File: src/rtl/pmu_pkg.sv
`default_nettype none
// ============================================================================
// Module   : pmu_pkg
// Brief    : Shared constants, counter type and index helper for the PMU bank.
// Revision : 1.0 - initial release
// ============================================================================
package pmu_pkg;

    localparam int unsigned c_reg_width_default  = 32;
    localparam int unsigned c_n_counters_default = 9;

    typedef logic [c_reg_width_default-1:0] counter_t;

    // True when a write index addresses an implemented counter.
    function automatic logic idx_valid(input int unsigned idx,
                                       input int unsigned n_counters);
        return (idx < n_counters);
    endfunction

endpackage : pmu_pkg
`default_nettype wire

File: src/rtl/pmu_counter_cell.sv
`default_nettype none
// ============================================================================
// Module   : pmu_counter_cell
// Brief    : One event counter with its sticky overflow flag.
// Revision : 1.0 - initial release
// ============================================================================
module pmu_counter_cell
    import pmu_pkg::*;
#(
    parameter int unsigned REG_WIDTH = c_reg_width_default
) (
    input  logic                 clk_i,
    input  logic                 clr,
    input  logic                 we,
    input  logic [REG_WIDTH-1:0] wdata,
    input  logic                 inc,
    input  logic                 ovf_clr,
    output logic [REG_WIDTH-1:0] value,
    output logic                 ovf
);

    logic [REG_WIDTH-1:0] r_value;
    logic                 r_ovf;
    logic                 w_wrap;

    // A write steals the cycle, so an increment that would have wrapped is
    // discarded together with its overflow.
    assign w_wrap = inc && !we && (r_value == {REG_WIDTH{1'b1}});

    always_ff @(posedge clk_i) begin
        if (clr) begin
            r_value <= '0;
            r_ovf   <= 1'b0;
        end else begin
            if (we) begin
                r_value <= wdata;
            end else if (inc) begin
                r_value <= r_value + {{(REG_WIDTH-1){1'b0}}, 1'b1};
            end

            if (w_wrap) begin
                r_ovf <= 1'b1;
            end else if (ovf_clr) begin
                r_ovf <= 1'b0;
            end
        end
    end

    assign value = r_value;
    assign ovf   = r_ovf;

endmodule : pmu_counter_cell
`default_nettype wire

File: src/rtl/pmu_counter_bank.sv
`default_nettype none
// ============================================================================
// Module   : pmu_counter_bank
// Brief    : Bank of free-running event counters with preload, sticky
//            overflow flags and a masked overflow interrupt.
// Revision : 1.0 - initial release
// ============================================================================
module pmu_counter_bank
    import pmu_pkg::*;
#(
    parameter  int unsigned REG_WIDTH  = c_reg_width_default,
    parameter  int unsigned N_COUNTERS = c_n_counters_default,
    localparam int unsigned IDX_W      = (N_COUNTERS > 1) ? $clog2(N_COUNTERS) : 1
) (
    input  logic                  clk_i,
    input  logic                  rst_i,
    input  logic                  softrst_i,
    input  logic                  en_i,
    input  logic [N_COUNTERS-1:0] events_i,
    input  logic                  we_i,
    input  logic [IDX_W-1:0]      wr_idx_i,
    input  logic [REG_WIDTH-1:0]  wr_data_i,
    input  logic [N_COUNTERS-1:0] ovf_clr_i,
    input  logic [N_COUNTERS-1:0] ovf_mask_i,
    output logic [REG_WIDTH-1:0]  counter_value_o [0:N_COUNTERS-1],
    output logic [N_COUNTERS-1:0] overflow_o,
    output logic                  intr_overflow_o
);

    logic [N_COUNTERS-1:0] r_events_q;
    logic [N_COUNTERS-1:0] w_we;
    logic [N_COUNTERS-1:0] w_ovf;
    logic                  w_clr;
    logic                  w_idx_ok;

    // Hard and soft reset have identical effect, so they share one clear.
    assign w_clr    = rst_i | softrst_i;
    assign w_idx_ok = idx_valid(int'(wr_idx_i), N_COUNTERS);

    // Probe pulses are retimed once; enable is applied with the pulse so a
    // late drop of en_i does not cancel events already captured.
    always_ff @(posedge clk_i) begin
        if (w_clr) begin
            r_events_q <= '0;
        end else begin
            r_events_q <= events_i & {N_COUNTERS{en_i}};
        end
    end

    for (genvar n = 0; n < N_COUNTERS; n++) begin : g_cell
        assign w_we[n] = we_i && w_idx_ok && (wr_idx_i == IDX_W'(n));

        pmu_counter_cell #(
            .REG_WIDTH (REG_WIDTH)
        ) u_cell (
            .clk_i   (clk_i),
            .clr     (w_clr),
            .we      (w_we[n]),
            .wdata   (wr_data_i),
            .inc     (r_events_q[n]),
            .ovf_clr (ovf_clr_i[n]),
            .value   (counter_value_o[n]),
            .ovf     (w_ovf[n])
        );
    end : g_cell

    assign overflow_o      = w_ovf;
    assign intr_overflow_o = |(w_ovf & ovf_mask_i);

endmodule : pmu_counter_bank
`default_nettype wire
File: config.mk
export PLATFORM = sky130hd
export DESIGN_NAME = pmu_counter_bank
export DESIGN_NICKNAME = d
export VERILOG_FILES = /design/src/rtl/pmu_pkg.sv /design/src/rtl/pmu_counter_cell.sv /design/src/rtl/pmu_counter_bank.sv
export SDC_FILE = /design/constraint.sdc
export NUM_CORES = 1
export LEC_CHECK = 0
export CAP_MARGIN = 20
export CELL_PAD_IN_SITES_DETAIL_PLACEMENT = 1
export CELL_PAD_IN_SITES_GLOBAL_PLACEMENT = 2
export CORE_MARGIN = 5
export CORE_UTILIZATION = 26
export CTS_CLUSTER_SIZE = 16
export DETAILED_ROUTE_END_ITERATION = 8
export PLACE_DENSITY_LB_ADDON = 0.05
export RECOVER_POWER = 25
export SETUP_SLACK_MARGIN = 0.5
export SLEW_MARGIN = 20
export SYNTH_ARGS = -nofsm -noshare
export SYNTH_HDL_FRONTEND = slang
export SYNTH_SLANG_ARGS = --single-unit
File: constraint.sdc
create_clock -name clk_i -period 1.8 [get_ports clk_i]
set_input_delay 0.27 -clock clk_i [delete_from_list [all_inputs] [get_ports clk_i]]
set_output_delay 0.27 -clock clk_i [all_outputs]
set_load 0.1 [all_outputs]
==> results.toml <==
[status]
status = "complete, but fails checks"
violations = "setup timing"

[routing]
drcViolationCount = 0
viasPerCell = 5.24
wl_per_cell_um = 24.7
dr.first_iter.drc_count = 1018
route.vias.total = 18767
drt_wl_total_mm = 88.6
drt.antenna.violating_nets = 0
firstDrtPassIters = 5

[layout]
nets = 2834
final_cells = 3582
final_area_mm2 = 0.0316
drive_above_1_share = 0.523
synthToLayoutAreaGrowth_pct = 97.2

[synthesis]
async_flop_share = 0
ys_warn_count = 0
syn_inst = 1988
syn_area_per_cell_um2 = 8.05
ys.flop_type = "dfxtp_1"
synth_fp_nets = 2065
ys_types = 59
synth_edf_count = 0
synth_seq_cells = 306
syn-cell-area_mm2 = 0.0160
yosysSeqAreaShare = 0.383

[floorplan]
io-pin-count = 366
rows = 91
start_util = 0.261
dieArea_mm2 = 0.0666
die_y_um = 258
core_mm2 = 0.0614
fp.dieW_um = 258

[power]
p_seq_frac = 0.400
p_total_mw = 16.6
p_leak_nw = 12.4
power_density_mw_per_mm2 = 524
combPwrFrac = 0.116
intPower_mw = 12.0
swShare = 0.277
peakVddDrop_mv = 0.465
power.switching_mw = 4.58
clkPwrFrac = 0.484

[placed_design]
dp.cells = 3305
hpwl_mm = 59.7
placed_cell_area_mm2 = 0.0275
dp_slack_ps = -481
place.gp.congestion = 0.852
port_buffers = 365

[grt]
grt_max_degree = 55
antenna_found_initial = 16
grt_usage = 0.251
grt_pass1_wl_mm = 128
grt_overflow = 0
grt_pass1_vias = 19368

[critical_path]
crit_required_ps = 1530
crit_path_end_kind = "primary output"
crit_path_start_kind = "register"
cp_top_family = "compound AO/OA/AOI/OAI gates"
worst-path-buf-inv = 2
crit_chain = "a22o_1 > a221oi_2 > buf_6 > nand3_4 > buf_12"
crit_type = "reg -> out"
crit_slowest_cell = "dfxtp_2"
max_stage_delay_ps = 320
critPathArrivalTime_ps = 1810
cp_max_fo = 2

[timing]
finalCritPeriodShare = 1.16
setup_slack_ps = -280
slew_violations = 0
setup_viol = 77
hold_violations = 0
slew_headroom = 0.503
max_freq_ghz = 0.481
min_period_ps = 2080
finalClockSkew_ps = 13.0
rsz0062_at_grt = "yes"
worst_pin_slew_ps = 745

[cts]
clk_latency_ps = 570
clk_pin_slew_ps = 60
cts-hold-fix-buffers = 0
cts_tree = "done"
clockBufferDepth = 3
cts-htree-levels = 2
cts_buffers = 40
clock_sinks = 306
root_buffer = "clkbuf_16"

[job]
drv_cap = 0

[min_path]
min_path_type = "in -> reg"
layer usage:
layer	global-route usage	wire length [um]	vias up
met1	0.329	38300	9417
li1	-	-	8739
met3	0.0445	4910	107
met2	0.414	42900	500
met5	0	24	-
met4	0.0896	2470	4
layout by cell type, fill, tap and decap left out, drive strengths merged, types with 44 or more instances in the layout:
| master | synthesis | final |
|---|---|---|
| a211oi | 96 | 96 |
| a21oi | 161 | 161 |
| and3 | 44 | 44 |
| buf | 35 | 762 |
| clkbuf | 113 | 104 |
| clkdlybuf4s50 | 0 | 61 |
| dfxtp | 306 | 306 |
| nand2 | 120 | 120 |
| nand3 | 105 | 105 |
| nand4 | 104 | 104 |
| nor2 | 159 | 159 |
| nor3 | 63 | 63 |
| o21ai | 183 | 183 |
| xnor2 | 132 | 132 |
| xor2 | 124 | 124 |
cell usage after synthesis (2+ instances only):
cell type | number | area, um2
a31oi_1 | 14 | 87.6
nor3b_1 | 4 | 30.0
a211oi_1 | 96 | 721
nand2b_1 | 8 | 50.1
ha_1 | 9 | 113
a21oi_1 | 161 | 806
and2_1 | 10 | 62.6
or3_1 | 15 | 93.8
o21ai_0 | 182 | 911
buf_4 | 10 | 75.1
nand4_4 | 2 | 42.5
o22ai_1 | 9 | 56.3
nand3_1 | 105 | 526
nor4_2 | 5 | 62.6
nor2_1 | 159 | 597
buf_2 | 5 | 25.0
buf_1 | 20 | 75.1
or4_1 | 10 | 75.1
mux2i_1 | 14 | 140
inv_1 | 38 | 143
nand2_1 | 120 | 450
nor4_1 | 35 | 219
xnor2_1 | 132 | 1160
dfxtp_1 | 306 | 6130
clkbuf_1 | 113 | 424
a311oi_1 | 3 | 26.3
nand4_1 | 102 | 638
nor3_1 | 63 | 315
and3_1 | 44 | 275
nand3b_1 | 3 | 22.5
o31ai_1 | 3 | 22.5
or2_2 | 4 | 25.0
a32oi_1 | 2 | 17.5
and4_1 | 31 | 272
nor2b_1 | 4 | 25.0
xor2_1 | 124 | 1090
through the flow:
step,TNS [ps],utilization,hold WS (ps)
finish,-6780,0.514,282
global route,-17040,0.514,298
detailed placement,-90310,0.448,523
floorplan,-8660,-,378
CTS,-548,0.510,253
global placement,-68250,0.448,519
repair_timing:
action	in CTS	in global routing
pin swaps	245	220
hold endpoints to repair	0	0
setup buffers	128	67
gates resized for setup	323	184
gates cloned	4	1
setup endpoints to repair	592	576
power groups by stage:
stage               clock network, mW  registers (mW)  logic [mW]
floorplan                           0            7.17       0.360
global placement                    0            6.80        1.86
detailed placement                  0            6.80        1.87
CTS                              8.22            6.64        1.95
global route                     8.47            6.63        1.99
finish                           8.02            6.62        1.91
logic make-up after synthesis:
family                   Yosys count  synth area share
adder cells (fa/ha/maj)            9           0.00704
XOR/XNOR                         256             0.140
multiplexers                      14           0.00876
AND/OR/NAND/NOR                  733             0.242
buffers and inverters            186            0.0464
flip-flops                       306             0.383
AO/OA/AOI/OAI                    484             0.173
flip-flops by register name, indices dropped and copies added (netlist names):
name                 count
g_cell.u_cell.ovf        9
g_cell.u_cell.value    288
r_events_q               9
path summary, 6_finish.rpt:
path	slack [ps]	startpoint	depth (start not counted)	endpoint
hold reg to reg	530	g_cell[1].u_cell.value[25]	2	g_cell[1].u_cell.value[25]
setup / recovery	-280	g_cell[4].u_cell.ovf	5	intr_overflow_o
hold / removal	280	events_i[8]	2	r_events_q[8]
setup reg to reg	-140	g_cell[4].u_cell.value[2]	8	g_cell[4].u_cell.value[28]
final cells by class:
type                    count  area (um2)
flip-flops and latches    306        7040
repair buffers            875       10600
clock buffers              61        1130
diodes                      5        12.5
inverters                  38         143
clock inverters            11         125
fillers                  6646       29800
well taps                 790         988
multi-input cells        1496       11500
No activity file was read; power rests on OpenSTA's default activity.
